<file path="src/rtl/serialize.sv">
// Word-to-dibit serializer: a one-word skid buffer feeds a 32-bit shift register
// that emits 16 dibits MSB-first per word, with an enforced inter-packet gap.
module serialize #(
    parameter int IFG = 2
) (
    input  logic        clk,
    input  logic        rst,
    input  logic        axiiv,
    input  logic [31:0] axiid,
    input  logic        axiil,
    output logic        axiir,
    output logic        axiov,
    output logic [1:0]  axiod,
    output logic        underrun,
    output logic        busy
);

    typedef enum logic [1:0] {
        IDLE  = 2'd0,
        SHIFT = 2'd1,
        GAP   = 2'd2
    } state_t;

    localparam logic [3:0] GAP_INIT = 4'(IFG - 1);

    state_t      r_state;
    logic [31:0] r_buf_data;
    logic        r_buf_last;
    logic        r_buf_full;
    logic [31:0] r_shift;
    logic        r_cur_last;
    logic [3:0]  r_cnt;
    logic [3:0]  r_gap;

    logic        w_accept;
    logic        w_load;
    logic        w_word_end;

    // Ready depends only on registered state; gated low while reset is held.
    assign axiir      = rst & ~r_buf_full;
    assign busy       = (r_state != IDLE) | r_buf_full;
    assign w_accept   = axiiv & axiir;
    assign w_word_end = (r_state == SHIFT) && (r_cnt == 4'd15);

    assign w_load = r_buf_full &
                    ((r_state == IDLE) ||
                     (w_word_end && !r_cur_last) ||
                     ((r_state == GAP) && (r_gap == 4'd0)));

    always_ff @(posedge clk or negedge rst) begin
        if (!rst) begin
            r_state    <= IDLE;
            r_buf_data <= '0;
            r_buf_last <= 1'b0;
            r_buf_full <= 1'b0;
            r_shift    <= '0;
            r_cur_last <= 1'b0;
            r_cnt      <= '0;
            r_gap      <= '0;
            axiov      <= 1'b0;
            axiod      <= 2'b00;
            underrun   <= 1'b0;
        end else begin
            underrun <= 1'b0;

            // Accept requires an empty buffer and load requires a full one,
            // so both can never happen in the same cycle.
            if (w_load) begin
                r_buf_full <= 1'b0;
            end else if (w_accept) begin
                r_buf_full <= 1'b1;
                r_buf_data <= axiid;
                r_buf_last <= axiil;
            end

            if (w_load) begin
                r_state    <= SHIFT;
                r_shift    <= {r_buf_data[29:0], 2'b00};
                r_cur_last <= r_buf_last;
                r_cnt      <= 4'd0;
                axiov      <= 1'b1;
                axiod      <= r_buf_data[31:30];
            end else begin
                case (r_state)
                    SHIFT: begin
                        if (!w_word_end) begin
                            r_cnt   <= r_cnt + 4'd1;
                            r_shift <= {r_shift[29:0], 2'b00};
                            axiod   <= r_shift[31:30];
                        end else begin
                            // Reached only when the word is last or nothing is buffered.
                            r_state  <= GAP;
                            r_gap    <= GAP_INIT;
                            r_cnt    <= 4'd0;
                            axiov    <= 1'b0;
                            axiod    <= 2'b00;
                            underrun <= ~r_cur_last;
                        end
                    end
                    GAP: begin
                        if (r_gap == 4'd0) begin
                            r_state <= IDLE;
                        end else begin
                            r_gap <= r_gap - 4'd1;
                        end
                    end
                    default: begin
                        r_state <= IDLE;
                    end
                endcase
            end
        end
    end

endmodule

</file>
<file path="config.mk">
export PLATFORM = sky130hd
export DESIGN_NAME = serialize
export DESIGN_NICKNAME = d
export VERILOG_FILES = /design/src/rtl/serialize.sv
export SDC_FILE = /design/constraint.sdc
export NUM_CORES = 1
export LEC_CHECK = 0
export CAP_MARGIN = 20
export CORE_MARGIN = 1
export CORE_UTILIZATION = 46
export CTS_CLUSTER_SIZE = 16
export DETAILED_ROUTE_END_ITERATION = 12
export MAX_ROUTING_LAYER = met4
export PLACE_DENSITY = 0.79
export SKIP_LAST_GASP = 1
export SYNTH_ARGS = -nofsm -noshare
export SYNTH_HDL_FRONTEND = slang
export SYNTH_SLANG_ARGS = --single-unit
</file>
<file path="constraint.sdc">
create_clock -name clk -period 1.82 [get_ports clk]
set_input_delay 0.546 -clock clk [delete_from_list [all_inputs] [get_ports clk]]
set_output_delay 0.546 -clock clk [all_outputs]
set_load 0.005 [all_outputs]
</file>
==> metrics.csv, run 1 <==
stage,metric,value,unit
power_and_ir_drop,switch share,0.309,
clocking,CTS tree,built,
setup_path,critical path class,register to register,
job,max_cap viols,0,
power_and_ir_drop,Psw,2.23,mW
cells_and_area,multi-input combinational cell area,0.00139,mm²
place,Port Buffers,41,
synth,main combinational cell family by area after synthesis,multiplexers,
clocking,clock root buffer,clkbuf_8,
place,DP Wirelength,4.31,mm
drt,Initial DRC Count,117,
die,Die Y,88.5,µm
drt,Via density,5.40,
setup_path,CP startpoint,r_gap[1],
setup_path,critical-path maximum fanout,14,
power_and_ir_drop,sequential power share,0.419,
setup_path,Crit path buffers/inverters,3,
power_and_ir_drop,Max IR drop VDD,0.000614,V
setup_path,crit start category,register,
global_routing,M1 GR Usage,0.246,
sta,Layout Skew,0.00736,ns
synth,Synth Area in XOR/XNOR,0.00255,
setup_path,"Req. time, crit path",2.05,ns
synth,Synth Area per Inst,13.3,µm²
synth,area share of the largest cell type after synthesis,0.575,
synth,cell taking the most area after synthesis,dfrtp_1,
sta,Rel. slew slack,0.368,
clocking,clk sinks,79,
global_routing,initial antenna violation count,0,
global_routing,GR Util met2,0.308,
cells_and_area,share of layout cells above drive strength 1,0.301,
drt,drt pass-1 iters,4,
die,row cnt,31,
drt,Detail Route Antenna Nets,0,
setup_path,flop2flop setup slack,0.03,ns
setup_path,CP endpoint,r_shift[5],
clocking,TritonCTS buffer count,9,
synth,"top cells by area, synth","dfrtp_1 57%, mux2_2 13%, a221o_1 7.6%, and2_1 4.7%, buf_6 1.3%",
synth,prevailing post-synth register cell,dfrtp_1,
cells_and_area,Area Overhead vs Synth,27.4,%
power_and_ir_drop,power density cells,1640,mW/mm²
synth,post-synthesis adder-cell area fraction,0.00728,
sta,pin slew with the least headroom to its limit,0.948,ns
synth,Syn Nets,296,
synth,mux cell area share after synthesis,0.137,
die,Initial Util,0.474,
die,core region area,0.00725,mm²
setup_path,crit path DAT,2.02,ns
drt,per-cell routed wire length,15.7,µm
drt,vias,2297,
clocking,Worst-path clk slew,0.08,ns
setup_path,Worst Setup End Kind,register,
cells_and_area,antenna diode count,0,
setup_path,CP peak stage delay,0.40,ns
synth,synthesized area,0.00344,mm²
power_and_ir_drop,"Power, Total",7.20,mW
cells_and_area,final net count,359,
sta,TNS Setup,0,ns
die,Die X,88.5,µm
sta,max-slew violations,0,
synth,most common cell in the netlist,dfrtp_1,
place,Placer Congestion,0.818,
setup_path,"delay-heaviest family, CP",compound AO/OA/AOI/OAI gates,
setup_path,stages on the worst setup path,8,
hold_path,worst min-delay path class,input pin to async pin,
power_and_ir_drop,internal power,4.97,mW
synth,Compound-Gate Fraction of Synth Area,0.124,
sta,minimum clock period,1.79,ns
clocking,clock latency on the worst-skew pair,0.35,ns
sta,ratio of final minimum period to clock period,0.985,
synth,Mapped Cells,258,
global_routing,GR Util met3,0.0429,
drt,drt drc,0,
setup_path,cell chain of the critical path,inv_2 -> ha_4 -> nor3b_4 -> o211a_4 -> buf_6 -> nor2_8 -> buf_12 -> a221o_1,
sta,Fin. Hold Viols,0,
power_and_ir_drop,Clk pwr share,0.200,
synth,register bit count reported by yosys,79,
clocking,Longest Clk Path Bufs,2,
sta,fmax,558,MHz
global_routing,number of global-route vias before repair,2306,
setup_path,slowest CP cell,dfrtp_1,
global_routing,largest net degree at the start of global routing,81,
power_and_ir_drop,combinational fraction of design power,0.381,
clocking,H-tree depth,3,
setup_path,Worst R2R Path Depth,8,
setup_path,r2r endpoint,r_shift[5],
die,Ports,42,
die,Die ar.,0.00783,mm²
synth,number of enable flip-flop cells after synthesis,0,
power_and_ir_drop,Leakage,1.94,nW
sta,final setup fails,0,
synth,Synth top cells by count,"79 x dfrtp_1, 40 x mux2_2, 26 x a221o_1, 26 x and2_1, 10 x nand2_1",
global_routing,busiest metal layer after global routing,met2,
global_routing,first-pass GRT wire length,10.9,mm
synth,yosys warns,0,
run_status,status,finished clean,
sta,RSZ-0062 raised after global routing,true,
synth,sequential share of the synthesized area,0.575,
synth,Synth Area in Simple Gates,0.115,
cells_and_area,FF/Latch Area,0.00198,mm²
synth,Cell variety after synth,39,
drt,final WL,6.69,mm
cells_and_area,filler cell count,554,
global_routing,overall routing resource usage,0.195,
synth,asr flop ratio synth,1.00,
global_routing,gr ovfl total,0,
setup_path,worst flop-to-flop path startpoint,r_gap[1],
clocking,hold_buf cts,0,
## power groups by stage
stage / Combinational (mW) / Clock, mW / Sequential [mW]
final: 2.74 / 1.44 / 3.02
after global routing: 3.01 / 1.54 / 3.11
after CTS: 2.75 / 1.47 / 3.00
after detailed placement: 2.61 / 0 / 3.04
after global placement: 2.51 / 0 / 3.00
after floorplan: 1.90 / 0 / 2.86
## layer usage
| layer | routed length, µm | vias to the layer above |
|---|---|---|
| li1 | - | 1066 |
| met1 | 3070 | 1167 |
| met3 | 247 | 9 |
| met2 | 3260 | 55 |
| met5 | 0 | - |
| met4 | 111 | 0 |
## how the worst min path moves through the flow
stage | startpoint | to | cells past startpoint | slack, ns
floorplan | rst | axiod[0] | 0 | 0.25
global placement | r_shift[30] | axiod[0] | 2 | 0.48
detailed placement | r_shift[10] | r_shift[10] | 1 | 0.49
CTS | rst | r_buf_data[18] | 2 | 0.49
global route | r_buf_data[1] | r_buf_data[1] | 1 | 0.52
finish | rst | r_buf_data[18] | 2 | 0.46
## layout by cell type, fill, tap and decap left out, types with 2 or more instances in the layout
cell type,synthesis,layout
dfrtp_1,79,78
clkdlybuf4s50_1,0,38
clkbuf_8,0,11
inv_1,8,6
a21oi_1,6,6
nor2b_1,4,4
clkbuf_1,3,2
nor4_1,2,2
inv_2,2,4
a21o_4,1,2
nand3_1,2,2
nor2_1,9,8
o21ai_0,4,4
and2_1,26,26
buf_12,0,3
bufinv_16,0,2
nand2_1,10,10
mux2_2,40,40
nand4_1,2,2
o221ai_1,2,2
a221o_1,26,26
buf_4,2,21
mux2i_1,2,2
## registers in the layout (all words and copies together) (netlist names)
| signal | cells |
|---|---|
| r_cur_last | 1 |
| underrun | 1 |
| r_buf_full | 1 |
| r_cnt | 4 |
| r_state | 2 |
| r_gap | 4 |
| r_buf_last | 1 |
| axiod | 2 |
| axiov | 1 |
| r_buf_data | 32 |
| r_shift | 30 |
## what timing repair did
action	CTS	global route
gates resized for setup	8	5
pin swaps	0	1
setup endpoints to repair	26	28
cloned	1	0
buffers inserted	3	1
## metrics by stage
stage | setup slack (ns) | cell area (µm²) | util | cells | hold slack, ns
after floorplan | -0.00366 | 3450 | - | 258 | 0.250
after global placement | -0.0289 | 4070 | 0.561 | 404 | 0.484
after detailed placement | -0.0447 | 4070 | 0.561 | 404 | 0.487
after CTS | -0.154 | 4360 | 0.601 | 424 | 0.494
after global routing | -0.0258 | 4380 | 0.604 | 425 | 0.522
final | 0.0275 | 4380 | 0.604 | 425 | 0.456
## final cells by class
cell class | count | area share
Clock inverter | 3 | 0.0149
Clock buffer | 13 | 0.0363
Sequential cell | 79 | 0.452
Inverter | 10 | 0.00857
Multi-Input combinational cell | 156 | 0.316
Tap cell | 99 | 0.0283
Timing Repair Buffer | 65 | 0.144
## kinds of logic after synthesis
kind of cell	Yosys count
compound gates	46
xor+xnor	1
fa+ha+maj	2
buf+inv	24
flops	79
mux	42
simple gates	64
Note: power is estimated with default switching activity, not from simulation.
==> inputs of run 2 (changes only) <==
PLACE_DENSITY = 0.71   (was 0.79)
==> metrics.csv, run 2 (synthesis gave the netlist of run 1 again) <==
stage,metric,value,unit,change
run_status,status,"complete, but fails checks",,was finished clean
run_status,violated checks,negative setup slack,,
place,Port Buffers,41,,unchanged
global_routing,largest net degree at the start of global routing,81,,unchanged
die,Die ar.,0.00783,mm²,unchanged
clocking,clock latency on the worst-skew pair,0.35,ns,about the same
drt,Via density,5.24,,was 5.40
place,Placer Congestion,0.798,,was 0.818
setup_path,critical path class,register to output port,,was register to register
sta,final worst setup slack,-0.0274,ns,was 0.0275 ns
cells_and_area,most frequent cells in the layout,"77 x dfrtp_1, 40 x mux2_2, 38 x clkdlybuf4s50_1, 32 x buf_4",,"was 78 x dfrtp_1, 40 x mux2_2, 38 x clkdlybuf4s50_1, 26 x and2_1, 26 x a221o_1"
clocking,H-tree depth,3,,unchanged
power_and_ir_drop,Leakage,2.00,nW,was 1.94 nW
setup_path,CP peak stage delay,0.41,ns,was 0.40 ns
job,max_cap viols,0,,unchanged
die,Die Y,88.5,µm,unchanged
sta,Layout Skew,0.00849,ns,was 0.00736 ns
cells_and_area,"most common cell after layout, fill and taps aside",dfrtp_1,,unchanged
cells_and_area,Area Overhead vs Synth,29.9,%,was 27.4%
clocking,clk sinks,79,,unchanged
die,Die X,88.5,µm,unchanged
sta,Rel. slew slack,0.342,,was 0.368
die,Ports,42,,unchanged
setup_path,CP startpoint,r_buf_full,,was r_gap[1]
setup_path,Crit path buffers/inverters,2,,was 3
sta,pin slew with the least headroom to its limit,0.987,ns,was 0.948 ns
cells_and_area,Biggest register,r_buf_data,,unchanged
setup_path,cell chain of the critical path,buf_4 -> nor2_4 -> nand2_2 -> clkdlybuf4s15_1,,was inv_2 -> ha_4 -> nor3b_4 -> o211a_4 -> buf_6 -> nor2_8 -> buf_12 -> a221o_1
drt,final WL,6.64,mm,was 6.69 mm
die,Initial Util,0.474,,unchanged
global_routing,overall routing resource usage,0.195,,about the same
global_routing,first-pass GRT wire length,10.9,mm,about the same
clocking,clock root buffer,clkbuf_8,,unchanged
setup_path,critical-path maximum fanout,2,,was 14
setup_path,crit start category,register,,unchanged
cells_and_area,max reg flops,32,,unchanged
hold_path,worst min-delay path class,input pin to async pin,,unchanged
setup_path,Worst Setup End Kind,output port,,was register
sta,RSZ-0062 raised after global routing,true,,unchanged
sta,ratio of final minimum period to clock period,1.02,,was 0.985
clocking,hold_buf cts,0,,unchanged
global_routing,initial antenna violation count,0,,unchanged
clocking,CTS tree,built,,unchanged
setup_path,crit path DAT,1.30,ns,was 2.02 ns
cells_and_area,final core occ,0.616,,was 0.604
global_routing,gr ovfl total,0,,unchanged
power_and_ir_drop,power density cells,1620,mW/mm²,was 1640 mW/mm²
cells_and_area,share of layout cells above drive strength 1,0.338,,was 0.301
setup_path,worst flop-to-flop path startpoint,r_buf_full,,was r_gap[1]
sta,max-slew violations,0,,unchanged
sta,fmax,541,MHz,was 558 MHz
cells_and_area,final net count,370,,was 359
clocking,Longest Clk Path Bufs,2,,unchanged
drt,drt drc,0,,unchanged
setup_path,r2r endpoint,r_gap[2],,was r_shift[5]
setup_path,slowest CP cell,dfrtp_2,,was dfrtp_1
die,core region area,0.00725,mm²,unchanged
clocking,TritonCTS buffer count,9,,unchanged
place,DP Wirelength,4.12,mm,was 4.31 mm
drt,vias,2285,,"was 2,297"
cells_and_area,antenna diode count,0,,unchanged
sta,minimum clock period,1.85,ns,was 1.79 ns
setup_path,flop2flop setup slack,0.03,ns,about the same
drt,Detail Route Antenna Nets,0,,unchanged
die,row cnt,31,,unchanged
clocking,Worst-path clk slew,0.08,ns,about the same
setup_path,"delay-heaviest family, CP",flip-flops,,was compound AO/OA/AOI/OAI gates
power_and_ir_drop,Max IR drop VDD,0.000709,V,was 0.000614 V
global_routing,number of global-route vias before repair,2276,,"was 2,306"
sta,Fin. Hold Viols,0,,unchanged
sta,TNS Setup,-0.0274,ns,was 0 ns
cells_and_area,Finished Layout Cells,436,,was 425
setup_path,"Req. time, crit path",1.27,ns,was 2.05 ns
sta,final setup fails,1,,was 0
cells_and_area,biggest regs,"r_buf_data: 32 flops, r_shift: 30 flops",,unchanged
place,placed insts,411,,was 404
drt,drt pass-1 iters,5,,was 4
setup_path,Worst R2R Path Depth,8,,unchanged
drt,per-cell routed wire length,15.2,µm,was 15.7 µm
drt,Initial DRC Count,147,,was 117
## run 2: cell count changes in the layout (fill, tap and decap cells not counted), sizes merged
cell / previous run / this run
clkdlybuf4s15: 0 / 1
buf: 25 / 36
inv: 10 / 12
dlymetal6s2s: 1 / 0
clkinv: 1 / 2
clkbuf: 13 / 9
clkinvlp: 0 / 1
## run 2: cell type report
cell class                 instances  area [µm²]
fill                             602        2790
sequential                        79        1980
clock buffer                       9         124
tap                               99         124
timing repair buffer              76         711
inverter                          10        37.5
clock inverter                     7        95.1
multi-input combinational        156        1400
## run 2: worst max-delay path by stage
stage | endpoint | slack, ns | cells after the start
CTS | busy | -0.1 | 4
detailed placement | axiir | -0.04 | 3
global placement | axiir | -0.03 | 3
finish | busy | -0.03 | 4
global route | busy | -0.09 | 4
floorplan | r_shift[21] | -0.004 | 7
## run 2: layer usage
| metal | global-route usage | vias to the layer above | wire, µm | share of wire |
|---|---|---|---|---|
| li1 | - | 1086 | - | - |
| met1 | 0.244 | 1138 | 3090 | 0.47 |
| met2 | 0.297 | 56 | 3170 | 0.48 |
| met3 | 0.0718 | 5 | 332 | 0.050 |
| met4 | 0.0543 | 0 | 44 | 0.0066 |
| met5 | - | - | 0 | 0 |
## run 2: worst reg2reg max path, delay by kind of cell (launching register included)
family | cells | cell delay [ns]
flip-flops | 1 | 0.41
buffers and inverters | 4 | 0.49
AND/OR/NAND/NOR | 2 | 0.28
AO/OA/AOI/OAI | 2 | 0.51
## run 2: stage by stage
step	power (mW)	instance area (µm²)	setup WS (ns)	hold slack (ns)
after floorplan	4.76	3450	-0.00366	0.250
after CTS	7.21	4390	-0.0993	0.477
final	7.24	4470	-0.0274	0.446
after detailed placement	5.65	4120	-0.0412	0.486
after global routing	7.72	4470	-0.0935	0.516
after global placement	5.56	4120	-0.0262	0.486
## run 2: power breakdown
group	internal (mW)	switching [mW]
logic	1.64	1.18
registers	2.54	0.443
clock network	0.777	0.655
## run 2: repair_timing
| action | CTS | global route |
|---|---|---|
| gates cloned | 1 | 0 |
| endpoints found under the setup margin | 5 | 36 |
| endpoints found under the hold margin | 0 | 0 |
| gates resized for setup | 7 | 10 |
| pin swaps | 0 | 1 |
| setup buffers | 4 | 4 |
==> inputs of run 3 (changes only) <==
CAP_MARGIN = default   (was 20)
CORE_UTILIZATION = 35   (was 46)
PLACE_DENSITY = default   (was 0.71)
==> metrics.csv, run 3 (synthesis gave the netlist of run 1 again) <==
stage,metric,value,unit,change
run_status,status,"complete, but fails checks",,unchanged
run_status,violated checks,negative setup slack,,unchanged
hold_path,worst min-delay path class,input pin to async pin,,unchanged
sta,Fin. Hold Viols,0,,unchanged
setup_path,"Req. time, crit path",2.05,ns,was 1.27 ns
setup_path,critical-path maximum fanout,16,,was 2
setup_path,CP endpoint,r_shift[17],,was busy
sta,final setup fails,2,,was 1
setup_path,Worst R2R Path Depth,6,,was 8
cells_and_area,final core occ,0.475,,was 0.616
place,Placer Congestion,0.809,,was 0.798
setup_path,flop2flop setup slack,-0.007,ns,was 0.03 ns
place,DP Wirelength,4.33,mm,was 4.12 mm
cells_and_area,antenna diode count,0,,unchanged
sta,ratio of final minimum period to clock period,1.00,,was 1.02
cells_and_area,Biggest register,r_buf_data,,unchanged
die,row cnt,35,,was 31
setup_path,crit path DAT,2.06,ns,was 1.30 ns
drt,Via density,4.89,,was 5.24
clocking,CTS tree,built,,unchanged
cells_and_area,biggest regs,"r_buf_data: 32 flops, r_shift: 30 flops",,unchanged
clocking,clk sinks,79,,unchanged
global_routing,number of global-route vias before repair,2257,,"was 2,276"
die,Die Y,101,µm,was 88.5 µm
sta,RSZ-0062 raised after global routing,true,,unchanged
sta,Layout Skew,0.00810,ns,was 0.00849 ns
drt,final WL,6.65,mm,was 6.64 mm
die,Initial Util,0.367,,was 0.474
clocking,Longest Clk Path Bufs,2,,unchanged
cells_and_area,final net count,369,,was 370
global_routing,gr ovfl total,0,,unchanged
clocking,clock latency on the worst-skew pair,0.35,ns,about the same
sta,minimum clock period,1.83,ns,was 1.85 ns
power_and_ir_drop,internal power,4.81,mW,was 4.96 mW
global_routing,overall routing resource usage,0.149,,was 0.195
drt,drt pass-1 iters,4,,was 5
drt,vias,2271,,"was 2,285"
die,core region area,0.00937,mm²,was 0.00725 mm²
setup_path,r2r endpoint,r_shift[17],,was r_gap[2]
cells_and_area,most frequent cells in the layout,"78 x dfrtp_1, 40 x mux2_2, 38 x clkdlybuf4s50_1, 30 x buf_4",,"was 77 x dfrtp_1, 40 x mux2_2, 38 x clkdlybuf4s50_1, 32 x buf_4"
power_and_ir_drop,Psw,2.21,mW,was 2.28 mW
die,Die ar.,0.0102,mm²,was 0.00783 mm²
drt,Detail Route Antenna Nets,0,,unchanged
setup_path,CP peak stage delay,0.39,ns,was 0.41 ns
global_routing,largest net degree at the start of global routing,81,,unchanged
sta,pin slew with the least headroom to its limit,0.983,ns,was 0.987 ns
clocking,TritonCTS buffer count,9,,unchanged
setup_path,CP startpoint,r_gap[0],,was r_buf_full
setup_path,crit start category,register,,unchanged
place,Port Buffers,41,,unchanged
power_and_ir_drop,switch share,0.315,,about the same
setup_path,critical path class,register to register,,was register to output port
cells_and_area,max reg flops,32,,unchanged
drt,Initial DRC Count,86,,was 147
clocking,Worst-path clk slew,0.08,ns,about the same
drt,per-cell routed wire length,14.3,µm,was 15.2 µm
cells_and_area,Area Overhead vs Synth,29.4,%,was 29.9%
setup_path,slowest CP cell,a221o_1,,was dfrtp_2
power_and_ir_drop,sequential power share,0.428,,was 0.412
global_routing,first-pass GRT wire length,11.1,mm,was 10.9 mm
power_and_ir_drop,Clk pwr share,0.165,,was 0.198
clocking,clock root buffer,clkbuf_8,,unchanged
power_and_ir_drop,combinational fraction of design power,0.407,,was 0.390
power_and_ir_drop,Leakage,1.97,nW,was 2.00 nW
sta,fmax,547,MHz,was 541 MHz
job,max_cap viols,0,,unchanged
global_routing,initial antenna violation count,0,,unchanged
setup_path,Worst Setup End Kind,register,,was output port
clocking,H-tree depth,3,,unchanged
power_and_ir_drop,power density cells,1580,mW/mm²,was 1620 mW/mm²
place,pre-CTS setup slack,-0.0298,ns,was -0.0412 ns
die,Ports,42,,unchanged
setup_path,worst flop-to-flop path startpoint,r_gap[0],,was r_buf_full
cells_and_area,"most common cell after layout, fill and taps aside",dfrtp_1,,unchanged
power_and_ir_drop,Max IR drop VDD,0.000689,V,was 0.000709 V
cells_and_area,share of layout cells above drive strength 1,0.319,,was 0.338
die,Die X,101,µm,was 88.5 µm
setup_path,cell chain of the critical path,inv_2 -> ha_4 -> nor3b_4 -> o211a_4 -> a21o_2 -> a221o_1,,was buf_4 -> nor2_4 -> nand2_2 -> clkdlybuf4s15_1
drt,drt drc,0,,unchanged
sta,final worst setup slack,-0.00685,ns,was -0.0274 ns
sta,max-slew violations,0,,unchanged
sta,Rel. slew slack,0.345,,was 0.342
## run 3: per-stage QoR
step           total power [mW]  cells  setup TNS, ns  area [µm²]  hold slack [ns]
6_report                   7.02    464        -0.0110        4450            0.435
3_3_place_gp               5.59    439        -0.0357        4150            0.485
3_5_place_dp               5.66    439         -0.249        4150            0.486
4_1_cts                    6.91    456         -0.186        4340            0.480
5_1_grt                    7.53    464         -0.626        4450            0.515
2_1_floorplan              4.76    258        -0.0402        3450            0.250
## run 3: worst max-delay path, delay by kind of cell, from the launching register on
kind | cells | cell delay [ns]
flip-flops | 1 | 0.36
AO/OA/AOI/OAI | 3 | 0.99
buffers and inverters | 1 | 0.06
adder cells (fa/ha/maj) | 1 | 0.15
AND/OR/NAND/NOR | 1 | 0.15
## run 3: layer usage
layer / global-route usage / up-vias / share of wire
li1: - / 1081 / -
met1: 0.189 / 1136 / 0.48
met2: 0.227 / 47 / 0.47
met3: 0.0483 / 7 / 0.042
met4: 0.0435 / 0 / 0.0065
met5: - / - / 0
## run 3: layout make-up
type	instances	area, µm²
fill	875	4920
sequential	79	1980
multi-input combinational	156	1380
timing repair buffer	75	723
tap	129	161
clock buffer	13	159
inverter	10	37.5
clock inverter	2	16.3
## run 3: how the worst min path moves through the flow
stage                     depth (start not counted)  slack, ns             end           start
after floorplan                                   0       0.25        axiod[0]             rst
after global placement                            1       0.48  r_buf_data[21]  r_buf_data[21]
after detailed placement                          1       0.49     r_shift[28]     r_shift[28]
after CTS                                         2       0.48  r_buf_data[18]             rst
after global routing                              2       0.51  r_buf_data[20]             rst
final                                             2       0.44  r_buf_data[18]             rst
## run 3: power by group through the flow
stage	clock network, mW	registers [mW]	logic (mW)
CTS	1.22	2.99	2.71
floorplan	0	2.86	1.90
global route	1.30	3.10	3.14
global placement	0	3.03	2.57
finish	1.16	3.00	2.85
detailed placement	0	3.03	2.63
## run 3: repair_timing
| item | in CTS | in global routing |
|---|---|---|
| pin swaps | 1 | 5 |
| hold buffers | 0 | 0 |
| buffers inserted | 1 | 7 |
| setup endpoints to repair | 6 | 32 |
| gates cloned | 1 | 1 |
| gates resized for setup | 4 | 7 |
